`config.mk`:
```
export PLATFORM = sky130hd
export DESIGN_NAME = execute_stage_flat
export DESIGN_NICKNAME = d
export VERILOG_FILES = /design/src/rtl/execute_stage_if.sv /design/src/rtl/execute_stage.sv /design/src/flat_wrapper.sv
export SDC_FILE = /design/constraint.sdc
export NUM_CORES = 1
export LEC_CHECK = 0
export CORE_MARGIN = 2
export CORE_UTILIZATION = 56
export DETAILED_ROUTE_END_ITERATION = 10
export PLACE_DENSITY_LB_ADDON = 0.05
export SLEW_MARGIN = 0
export SYNTH_ARGS = -nofsm -noshare
export SYNTH_HDL_FRONTEND = slang
export SYNTH_SLANG_ARGS = --single-unit
```
`constraint.sdc`:
```
create_clock -name clk -period 10.25 [get_ports clk]
set_input_delay 1.025 -clock clk [delete_from_list [all_inputs] [get_ports clk]]
set_output_delay 1.025 -clock clk [all_outputs]
set_load 0.1 [all_outputs]
```
`src/rtl/execute_stage_if.sv`:
```
// Purpose: bundles the decode/execute pipeline-register inputs and the
//          execute/memory pipeline outputs of the execute stage into one port.
// Ports (via modports):
//   slave  - execute stage side: consumes the decoded instruction and drives
//            the stall, the PC redirect and the registered results.
//   master - upstream/downstream side: drives the decoded instruction and
//            observes the results.
interface execute_stage_if #(
    parameter int DATA_W = 32
);
    // Decode/execute side
    logic              flush_in;
    logic [DATA_W-1:0] pc_in;
    logic [DATA_W-1:0] pc_p1_in;
    logic [3:0]        rd_in;
    logic [DATA_W-1:0] extend_in;
    logic [DATA_W-1:0] rd1_in;
    logic [DATA_W-1:0] rd2_in;
    logic              regWrite_in;
    logic              memWrite_in;
    logic              jump_in;
    logic              branch_in;
    logic              aluSrc_in;
    logic [1:0]        resultSrc_in;
    logic [3:0]        aluControl_in;

    // Hazard / fetch feedback
    logic              stall_out;
    logic              pc_src_out;
    logic [DATA_W-1:0] pc_target_out;

    // Execute/memory pipeline register
    logic [DATA_W-1:0] aluResult_out;
    logic [DATA_W-1:0] writeData_out;
    logic [3:0]        rd_out;
    logic [DATA_W-1:0] pc_p1_out;
    logic              regWrite_out;
    logic              memWrite_out;
    logic [1:0]        resultSrc_out;

    modport slave (
        input  flush_in, pc_in, pc_p1_in, rd_in, extend_in, rd1_in, rd2_in,
               regWrite_in, memWrite_in, jump_in, branch_in, aluSrc_in,
               resultSrc_in, aluControl_in,
        output stall_out, pc_src_out, pc_target_out, aluResult_out,
               writeData_out, rd_out, pc_p1_out, regWrite_out, memWrite_out,
               resultSrc_out
    );

    modport master (
        output flush_in, pc_in, pc_p1_in, rd_in, extend_in, rd1_in, rd2_in,
               regWrite_in, memWrite_in, jump_in, branch_in, aluSrc_in,
               resultSrc_in, aluControl_in,
        input  stall_out, pc_src_out, pc_target_out, aluResult_out,
               writeData_out, rd_out, pc_p1_out, regWrite_out, memWrite_out,
               resultSrc_out
    );
endinterface

```
`src/rtl/execute_stage.sv`:
```
// Purpose: pipeline execute stage. Evaluates ALU ops, resolves branches and
//          jumps (redirect back to fetch), runs an iterative shift-add MUL that
//          stalls upstream while busy, and registers results into the
//          execute/memory pipeline register.
// Ports:
//   clk    - clock, all state updates on the rising edge
//   reset  - synchronous active-high reset
//   bus    - execute_stage_if.slave: decoded instruction in, stall/redirect
//            and registered results out
module execute_stage #(
    parameter int DATA_W    = 32,
    parameter int MUL_STEPS = 32
) (
    input  logic           clk,
    input  logic           reset,
    execute_stage_if.slave bus
);
    localparam int               CNT_W    = (MUL_STEPS > 1) ? $clog2(MUL_STEPS) : 1;
    localparam logic [CNT_W-1:0] CNT_LAST = CNT_W'(MUL_STEPS - 1);

    localparam logic [3:0] OP_ADD = 4'd0;
    localparam logic [3:0] OP_SUB = 4'd1;
    localparam logic [3:0] OP_AND = 4'd2;
    localparam logic [3:0] OP_OR  = 4'd3;
    localparam logic [3:0] OP_XOR = 4'd4;
    localparam logic [3:0] OP_SLL = 4'd5;
    localparam logic [3:0] OP_SRL = 4'd6;
    localparam logic [3:0] OP_ROL = 4'd7;
    localparam logic [3:0] OP_MUL = 4'd8;

    typedef enum logic {IDLE, BUSY} state_t;

    state_t            state_q, state_d;
    logic [CNT_W-1:0]  cnt_q, cnt_d;
    logic [DATA_W-1:0] mcand_q, mcand_d;
    logic [DATA_W-1:0] mplier_q, mplier_d;
    logic [DATA_W-1:0] acc_q, acc_d;

    logic [DATA_W-1:0] alu_q, alu_d;
    logic [DATA_W-1:0] wdata_q, wdata_d;
    logic [3:0]        rd_q, rd_d;
    logic [DATA_W-1:0] pcp1_q, pcp1_d;
    logic              rw_q, rw_d;
    logic              mw_q, mw_d;
    logic [1:0]        rs_q, rs_d;

    logic [DATA_W-1:0] src_a, src_b, alu_res, mul_final;
    logic [4:0]        shamt;
    logic [31:0]       rol_back;
    logic              is_mul, zero, stall;

    assign src_a    = bus.rd1_in;
    assign src_b    = bus.aluSrc_in ? bus.extend_in : bus.rd2_in;
    assign shamt    = src_b[4:0];
    assign rol_back = 32'(DATA_W) - 32'(shamt);
    assign is_mul   = (bus.aluControl_in == OP_MUL);

    always_comb begin
        alu_res = src_b;
        case (bus.aluControl_in)
            OP_ADD:  alu_res = src_a + src_b;
            OP_SUB:  alu_res = src_a - src_b;
            OP_AND:  alu_res = src_a & src_b;
            OP_OR:   alu_res = src_a | src_b;
            OP_XOR:  alu_res = src_a ^ src_b;
            OP_SLL:  alu_res = src_a << shamt;
            OP_SRL:  alu_res = src_a >> shamt;
            // A zero rotate shifts right by DATA_W, which yields 0 and leaves src_a intact.
            OP_ROL:  alu_res = (src_a << shamt) | (src_a >> rol_back);
            default: alu_res = src_b;
        endcase
    end

    assign zero = (alu_res == '0);

    // The final partial product is folded in combinationally so the product
    // is captured on the same edge the FSM leaves BUSY.
    assign mul_final = acc_q + (mplier_q[0] ? mcand_q : '0);

    always_comb begin
        stall = 1'b0;
        if (!bus.flush_in) begin
            if (state_q == IDLE) stall = is_mul;
            else                 stall = (cnt_q < CNT_LAST);
        end
    end

    always_comb begin
        state_d  = state_q;
        cnt_d    = cnt_q;
        mcand_d  = mcand_q;
        mplier_d = mplier_q;
        acc_d    = acc_q;
        case (state_q)
            IDLE: begin
                if (is_mul && !bus.flush_in) begin
                    mcand_d  = src_a;
                    mplier_d = src_b;
                    acc_d    = '0;
                    cnt_d    = '0;
                    state_d  = BUSY;
                end
            end
            BUSY: begin
                if (bus.flush_in) begin
                    state_d = IDLE;
                end else if (cnt_q < CNT_LAST) begin
                    acc_d    = acc_q + (mplier_q[0] ? mcand_q : '0);
                    mcand_d  = mcand_q << 1;
                    mplier_d = mplier_q >> 1;
                    cnt_d    = cnt_q + CNT_W'(1);
                end else begin
                    state_d = IDLE;
                end
            end
            default: state_d = IDLE;
        endcase

        alu_d   = alu_q;
        wdata_d = wdata_q;
        rd_d    = rd_q;
        pcp1_d  = pcp1_q;
        rw_d    = rw_q;
        mw_d    = mw_q;
        rs_d    = rs_q;
        if (bus.flush_in || stall) begin
            // Bubble: only the write enables are cleared, the data lanes hold.
            rw_d = 1'b0;
            mw_d = 1'b0;
        end else begin
            alu_d   = (state_q == BUSY) ? mul_final : alu_res;
            wdata_d = bus.rd2_in;
            rd_d    = bus.rd_in;
            pcp1_d  = bus.pc_p1_in;
            rw_d    = bus.regWrite_in;
            mw_d    = bus.memWrite_in;
            rs_d    = bus.resultSrc_in;
        end
    end

    always_ff @(posedge clk) begin
        if (reset) begin
            state_q  <= IDLE;
            cnt_q    <= '0;
            mcand_q  <= '0;
            mplier_q <= '0;
            acc_q    <= '0;
            alu_q    <= '0;
            wdata_q  <= '0;
            rd_q     <= '0;
            pcp1_q   <= '0;
            rw_q     <= 1'b0;
            mw_q     <= 1'b0;
            rs_q     <= '0;
        end else begin
            state_q  <= state_d;
            cnt_q    <= cnt_d;
            mcand_q  <= mcand_d;
            mplier_q <= mplier_d;
            acc_q    <= acc_d;
            alu_q    <= alu_d;
            wdata_q  <= wdata_d;
            rd_q     <= rd_d;
            pcp1_q   <= pcp1_d;
            rw_q     <= rw_d;
            mw_q     <= mw_d;
            rs_q     <= rs_d;
        end
    end

    // MUL never redirects, whatever the branch/jump controls say.
    assign bus.stall_out     = stall;
    assign bus.pc_src_out    = !bus.flush_in && !is_mul && (bus.jump_in || (bus.branch_in && zero));
    assign bus.pc_target_out = bus.pc_in + bus.extend_in;
    assign bus.aluResult_out = alu_q;
    assign bus.writeData_out = wdata_q;
    assign bus.rd_out        = rd_q;
    assign bus.pc_p1_out     = pcp1_q;
    assign bus.regWrite_out  = rw_q;
    assign bus.memWrite_out  = mw_q;
    assign bus.resultSrc_out = rs_q;
endmodule

```
`src/flat_wrapper.sv`:
```
// flat-port wrapper written by rule: the top's interface ports become plain ports
module execute_stage_flat 
#(
    parameter int DATA_W    = 32,
    parameter int MUL_STEPS = 32
)
  (clk, reset, bus_flush_in, bus_pc_in, bus_pc_p1_in, bus_rd_in, bus_extend_in, bus_rd1_in, bus_rd2_in, bus_regWrite_in, bus_memWrite_in, bus_jump_in, bus_branch_in, bus_aluSrc_in, bus_resultSrc_in, bus_aluControl_in, bus_stall_out, bus_pc_src_out, bus_pc_target_out, bus_aluResult_out, bus_writeData_out, bus_rd_out, bus_pc_p1_out, bus_regWrite_out, bus_memWrite_out, bus_resultSrc_out);
  execute_stage_if #(.DATA_W(DATA_W)) bus_i ();
  input  logic clk;
  input  logic reset;
  input wire logic [$bits(bus_i.flush_in)-1:0] bus_flush_in;
  input wire logic [$bits(bus_i.pc_in)-1:0] bus_pc_in;
  input wire logic [$bits(bus_i.pc_p1_in)-1:0] bus_pc_p1_in;
  input wire logic [$bits(bus_i.rd_in)-1:0] bus_rd_in;
  input wire logic [$bits(bus_i.extend_in)-1:0] bus_extend_in;
  input wire logic [$bits(bus_i.rd1_in)-1:0] bus_rd1_in;
  input wire logic [$bits(bus_i.rd2_in)-1:0] bus_rd2_in;
  input wire logic [$bits(bus_i.regWrite_in)-1:0] bus_regWrite_in;
  input wire logic [$bits(bus_i.memWrite_in)-1:0] bus_memWrite_in;
  input wire logic [$bits(bus_i.jump_in)-1:0] bus_jump_in;
  input wire logic [$bits(bus_i.branch_in)-1:0] bus_branch_in;
  input wire logic [$bits(bus_i.aluSrc_in)-1:0] bus_aluSrc_in;
  input wire logic [$bits(bus_i.resultSrc_in)-1:0] bus_resultSrc_in;
  input wire logic [$bits(bus_i.aluControl_in)-1:0] bus_aluControl_in;
  output wire logic [$bits(bus_i.stall_out)-1:0] bus_stall_out;
  output wire logic [$bits(bus_i.pc_src_out)-1:0] bus_pc_src_out;
  output wire logic [$bits(bus_i.pc_target_out)-1:0] bus_pc_target_out;
  output wire logic [$bits(bus_i.aluResult_out)-1:0] bus_aluResult_out;
  output wire logic [$bits(bus_i.writeData_out)-1:0] bus_writeData_out;
  output wire logic [$bits(bus_i.rd_out)-1:0] bus_rd_out;
  output wire logic [$bits(bus_i.pc_p1_out)-1:0] bus_pc_p1_out;
  output wire logic [$bits(bus_i.regWrite_out)-1:0] bus_regWrite_out;
  output wire logic [$bits(bus_i.memWrite_out)-1:0] bus_memWrite_out;
  output wire logic [$bits(bus_i.resultSrc_out)-1:0] bus_resultSrc_out;
  assign bus_i.flush_in = bus_flush_in;
  assign bus_i.pc_in = bus_pc_in;
  assign bus_i.pc_p1_in = bus_pc_p1_in;
  assign bus_i.rd_in = bus_rd_in;
  assign bus_i.extend_in = bus_extend_in;
  assign bus_i.rd1_in = bus_rd1_in;
  assign bus_i.rd2_in = bus_rd2_in;
  assign bus_i.regWrite_in = bus_regWrite_in;
  assign bus_i.memWrite_in = bus_memWrite_in;
  assign bus_i.jump_in = bus_jump_in;
  assign bus_i.branch_in = bus_branch_in;
  assign bus_i.aluSrc_in = bus_aluSrc_in;
  assign bus_i.resultSrc_in = bus_resultSrc_in;
  assign bus_i.aluControl_in = bus_aluControl_in;
  assign bus_stall_out = bus_i.stall_out;
  assign bus_pc_src_out = bus_i.pc_src_out;
  assign bus_pc_target_out = bus_i.pc_target_out;
  assign bus_aluResult_out = bus_i.aluResult_out;
  assign bus_writeData_out = bus_i.writeData_out;
  assign bus_rd_out = bus_i.rd_out;
  assign bus_pc_p1_out = bus_i.pc_p1_out;
  assign bus_regWrite_out = bus_i.regWrite_out;
  assign bus_memWrite_out = bus_i.memWrite_out;
  assign bus_resultSrc_out = bus_i.resultSrc_out;
  execute_stage #(.DATA_W(DATA_W), .MUL_STEPS(MUL_STEPS)) u_core (.clk(clk), .reset(reset), .bus(bus_i));
endmodule
```
## After elaboration in Yosys (flattened, before gate mapping)

Index checks and enable logic that the tools add are counted.

- Multipliers: 0
- $lt $le $gt $ge: 1
- Shift operators: 3
- Reduce and logical (&&, ||, !) cells: 12
- Eq/ne operators: 11
- Muxes and demuxes: 26
- Bitwise logic cells: 5
- Add/sub/neg operators: 6
- Divide/modulo/power cells: 0

Operators with widths:

| cell | number |
|---|---|
| 2-to-1 mux 32 bit | 12 |
| one-hot mux 32 bit (8 select lines) | 1 |
| one-hot mux 32 bit (2 select lines) | 3 |
| adder 32 bit | 3 |
| bitwise OR 32 bit | 2 |
| AND 32 bit | 1 |
| zero test 32 bit | 1 |
| << shifter 32 x 5 -> 32 bit | 1 |
| >> shifter 32 x 32 -> 32 bit | 1 |
| >> shifter 32 x 5 -> 32 bit | 1 |
| subtractor 32 bit | 1 |
| XOR 32 bit | 1 |
| == test 4 x 3 -> 1 bit, second input constant | 4 |
| 2-to-1 mux 5 bit | 3 |
| one-hot mux 5 bit (2 select lines) | 1 |
| == test 4 x 2 -> 1 bit, second input constant | 2 |
| subtractor 6 x 5 -> 7 bit, first input constant | 1 |
| != test 2 bit, second input constant | 3 |
| adder 5 x 1 -> 5 bit, second input constant | 1 |
| < comparator 5 bit, second input constant | 1 |
| 2-to-1 mux 1 bit | 5 |
| == test 4 x 1 -> 1 bit, second input constant | 1 |
| == test 4 bit, second input constant | 1 |
| logical AND 1 bit | 4 |
| 7 further kinds | 9 |

- Latch bits: 0
- ROM bits: 0
- Bits in writable memories: 0
- Register bits: 206
- Memories kept: 0
- Logic and storage cells: 76
- Output and inout port bits: 138

## Longest topological paths before layout

- Word-level depth: 9
- Depth in mapped cells: 30
- Gate-level depth less buffers: 23

## Worst setup path before layout

Ideal clock, no wire load.

- Kind: input-to-output
- From: input port bus_aluSrc_in
- To: output port bus_pc_src_out
- Required time: 9.225 ns
- Buffers on the path: 6
- Arrival: 7.789 ns
- Cell stages on the path: 28
- Setup slack: 1.436 ns
- Cells stage by stage: buf_6 -> mux2i_4 -> buf_2 -> buf_2 -> buf_1 -> ha_1 -> buf_2 -> nor4bb_1 -> or2_1 -> buf_2 -> nand2_1 -> or4_1 -> nor2_1 -> nand2_1 -> o31ai_1 -> xnor2_1 -> ha_1 -> a21oi_1 -> nor2_1 -> or3_1 -> nor4b_2 -> nor3_1 -> or4_1 -> a311o_1 -> a21o_1 -> a2111oi_0 -> nand4_1 -> nand2_1

- Longest elaborated chain between the ends: 9
- Elaborated cells between the ends (all ways): 16
- Classes of those cells: 3 x add/sub; 3 x shift; 2 x mux; 4 x bitwise; 4 x reduce/logical

Ends and longest elaborated chain:

| what | line | RTL |
|---|---|---|
| start: declaration | flat_wrapper.sv:22 | `input wire logic [$bits(bus_i.aluSrc_in)-1:0] bus_aluSrc_in;` |
| 2-to-1 mux 32 bit (*) | execute_stage.sv:53 | `assign src_b = bus.aluSrc_in ? bus.extend_in : bus.rd2_in;` |
| subtractor 6 x 5 -> 7 bit | execute_stage.sv:55 | `assign rol_back = 32'(DATA_W) - 32'(shamt);` |
| >> shifter 32 x 32 -> 32 bit | execute_stage.sv:69 | `OP_ROL: alu_res = (src_a << shamt) \| (src_a >> rol_back);` |
| bitwise OR 32 bit | execute_stage.sv:69 |  |
| one-hot mux 32 bit (8 select lines) (*) | execute_stage.sv:60 | `case (bus.aluControl_in)` |
| zero test 32 bit (*) | execute_stage.sv:74 | `assign zero = (alu_res == '0);` |
| logical AND 1 bit (*) | execute_stage.sv:173 | `assign bus.pc_src_out = !bus.flush_in && !is_mul && (bus.jump_in \|\| (bus.branch_in && zero));` |
| logical OR 1 bit (*) | execute_stage.sv:173 |  |
| logical AND 1 bit (*) | execute_stage.sv:173 |  |
| end: declaration | flat_wrapper.sv:26 | `output wire logic [$bits(bus_i.pc_src_out)-1:0] bus_pc_src_out;` |

Mark *: on every way between the ends. The rest lies on a longest branch, timed or not.

## Worst setup path in the final report

- From: input port bus_extend_in[1]
- To: output port bus_pc_src_out

- Longest elaborated chain between the ends: 9
- Elaborated cells between the ends (all ways): 16
- Classes of those cells: 3 x add/sub; 3 x shift; 2 x mux; 4 x bitwise; 4 x reduce/logical

Ends and longest elaborated chain:

| what | line | RTL |
|---|---|---|
| start: declaration | flat_wrapper.sv:15 | `input wire logic [$bits(bus_i.extend_in)-1:0] bus_extend_in;` |
| 2-to-1 mux 32 bit (*) | execute_stage.sv:53 |  |
| subtractor 6 x 5 -> 7 bit | execute_stage.sv:55 |  |
| >> shifter 32 x 32 -> 32 bit | execute_stage.sv:69 |  |
| bitwise OR 32 bit | execute_stage.sv:69 |  |
| one-hot mux 32 bit (8 select lines) (*) | execute_stage.sv:60 |  |
| zero test 32 bit (*) | execute_stage.sv:74 |  |
| logical AND 1 bit (*) | execute_stage.sv:173 |  |
| logical OR 1 bit (*) | execute_stage.sv:173 |  |
| logical AND 1 bit (*) | execute_stage.sv:173 |  |

Marks and branches as above.

==> results.md <==
- Achievable frequency: 0.1129 GHz
- Post-CTS Resized: 0
- Worst-margin pin slew: 1332 ps
- Fill cells: 2922
- RSZ-0062 raised after global routing: no
- First-pass GRT wire length: 142600 µm
- Slowest CP cell: clkdlybuf4s50_1
- H-Tree Level Count: 1
- # Max-Cap Violations: 0
- Final setup fails: 0
- Hold depth: 2
- Most frequent cells in the layout: nand2_1, clkdlybuf4s50_1, a21oi_1, nor2_1, dfxtp_1
- Area share of the leading cell type in the synthesized netlist: 19.68%
- Critical Path Start Type: primary input
- Maximum resistive drop on vdd: 0.1472 mV
- Max Clock Skew: 22.67 ps
- Remaining DRCs: 0
- Reg-to-reg slack, setup: 5650 ps
- DRT Pass-1 Iters: 7
- Hold buffer count at CTS: 0
- Num CTS Buffers: 25
- Die ar.: 38990 µm²
- Post-DR wirelength/cell: 27.35 µm
- Final #Nets: 3370
- Clk_lat worst skew: 560 ps
- Remaining Overflow, GRT: 0
- CTS Buffer Depth: 3
- Period utilization: 86.42%
- Synth Flop Type: dfxtp_1
- I/O pins: 316
- Synth Area per Inst: 7.432 µm²
- Synthesized flop and latch total: 206
- Pwr dens: 140.9 nW/µm²
- Clock-pin slew of the registers on the worst-case setup and hold paths: 60 ps
- Worst path max stage delay: 520 ps
- Netlist Area Pre-Place: 20960 µm²
- CTS tree: yes
- Worst Path Arrival: 7830 ps
- Syn nets: 3162
- EDFF count, synth: 0
- CP endpoint kind: primary output
- Hold WC Path Type: flop to flop
- CP max FO: 8
- Worst Path Required: 9230 ps
- Vias/cell: 7.059
- Critical path class: primary input to primary output
- Synth Instances: 2820
- Pre-CTS worst setup slack: 1553 ps
- Area grow syn2layout: 20.89%
- Initial Utilization: 57.11%
- Gr usage total: 47.64%
- Post-synthesis cell type count: 94
- Routability cong.: 1.148
- Die width: 197.5 µm
- Buffers on Ports: 315
- Final count of hold timing violations: 0
- Clock root cell: clkbuf_16
- Top cells by area, synth: dfxtp_1, ha_1, mux2i_1, nand2_1, a21oi_1
- Most common cell after layout, fill and taps aside: nand2_1
- Initial antenna violation count: 9
- Share of cells above drive strength 1: 6.336%
- Cell Rows: 70
- Vias: 24825
- Die Ht: 197.5 µm
- Area leader, netlist: dfxtp_1
- Post-synth ARST share: 0%
- Final slew viol count: 0
- Post-DP HPWL: 70120 µm
- Largest net degree at the start of global routing: 108
- P_leak: 10.38 nW
- Core area: 36700 µm²
- PnR worst setup slack: 1392 ps
- Routed Antenna Nets: 0
- Number of global-route vias before repair: 23863
- Most common cell on crit path: nand2_1
- Relative slew slack: 10.99%
- Starting DRC count in detailed routing: 3715
- Final wirelength: 96200 µm
- Post-layout minimum cycle time: 8858 ps
- Setup TNS: 0 ps
- Yosys warns: 0
- Post-synthesis sequential area ratio: 19.68%
- Reg2reg path depth: 15
- Outcome: completed
- CTS sink count: 206
- # Post-CTS Setup Buffers: 0
- Critical-path cell list: clkdlybuf4s50_1 > mux2i_4 > ha_1 > nor4bb_1 > or2_1 > nand2_1 > or4_1 > nor2_1 > nand2_1 > o31ai_1 > xnor2_1 > ha_1 > a21oi_1 > nor2_1 > or3_1 > nor4b_2 > nor3_1 > or4_1 > a311o_1 > a21o_1 > a2111oi_0 > nand4_1 > nand2_1 > buf_12
-- worst max-delay path: cells and delay by family --
family,cells,cell delay (ps)
simple gates,13,3630
compound gates,5,1320
fa+ha+maj,2,850
buf+inv,2,700
mux,1,200
xor+xnor,1,110
-- final timing paths --
kind | endpoint | start
min reg2reg | u_core.bus.pc_p1_out[23] | u_core.bus.pc_p1_out[23]
min | u_core.bus.pc_p1_out[23] | u_core.bus.pc_p1_out[23]
max | bus_pc_src_out | bus_extend_in[1]
max reg2reg | u_core.bus.aluResult_out[31] | u_core.mplier_q[0]
-- power breakdown --
part           switching (mW)  internal [mW]
logic                    1.19          0.501
registers              0.0207          0.835
clock network           0.391          0.636
-- layer usage --
layer  up-vias  global-route usage [%]  wire length (µm)
met4         8                   27.88              7102
met5         -                       0                75
met1     11606                   57.59             34530
met3       551                   16.29             13490
li1      10661                       -                 -
met2      1999                   73.45             41000
-- Yosys cell counts, types with 7 or more instances --
cell type	n
nor4b_1	7
a211o_1	7
a221oi_1	16
nor3b_1	8
o21ai_1	17
buf_6	7
nand2b_1	15
nor4_1	10
xnor2_1	77
o31ai_1	15
a31oi_1	18
inv_1	93
a32o_1	8
o22ai_1	21
nand4_1	11
buf_2	24
xor2_1	33
a2111oi_0	9
nand2_1	444
nor2b_1	10
mux4_2	27
nand3_1	44
o211ai_1	77
a21o_1	42
or3_1	13
o21ai_0	116
buf_4	7
and3_1	14
nor2_1	258
ha_1	161
mux2_2	14
dfxtp_1	206
buf_1	11
nor3_1	45
a22oi_1	28
mux2i_1	194
and2_1	36
a311oi_1	14
clkbuf_1	145
o21bai_1	14
o221ai_1	9
o21a_1	12
a22o_1	7
a211oi_1	86
a21oi_1	280
-- flip-flops by register name, indices dropped and copies added (netlist names) --
signal and cells:
u_core.mplier_q 32, u_core.state_q 1, u_core.bus.memWrite_out 1, u_core.bus.pc_p1_out 32, u_core.mcand_q 32, u_core.acc_q 32, u_core.bus.regWrite_out 1, u_core.bus.writeData_out 32
u_core.bus.rd_out 4, u_core.cnt_q 5, u_core.bus.resultSrc_out 2, u_core.bus.aluResult_out 32
-- area by class of cell --
type	instances	area (µm²)	area share, %
multi-input combinational	2320	15680	61.89
sequential	206	4128	16.29
timing repair buffer	376	3612	14.26
clock buffer	31	688.2	2.716
tap	468	585.6	2.311
inverter	99	372.9	1.472
clock inverter	14	262.8	1.037
antenna	3	7.507	0.02963
-- metrics by stage --
step	utilization [%]	total power, mW	std cells	cell area (µm²)	hold WS [ps]
finish	69.05	3.571	3517	25340	454.8
global route	69.02	3.651	3514	25330	472.6
CTS	69.02	3.500	3514	25330	455.4
detailed placement	66.43	2.479	3469	24380	444.5
global placement	66.43	2.456	3469	24380	438.9
floorplan	-	1.976	2820	20960	432.1
-- cell families (layout without fill, tap and decap cells) --
kind of cell    after synthesis  in the layout  share of synthesized area [%]
other cells                   0              3                              0
mux                         240            240                          13.32
simple gates                944            944                          19.68
xor+xnor                    113            113                          4.937
compound gates              859            859                          26.65
buf+inv                     294            520                          5.838
fa+ha+maj                   164            164                          9.898
flops                       206            206                          19.68
Note: power is estimated with default switching activity, not from simulation.
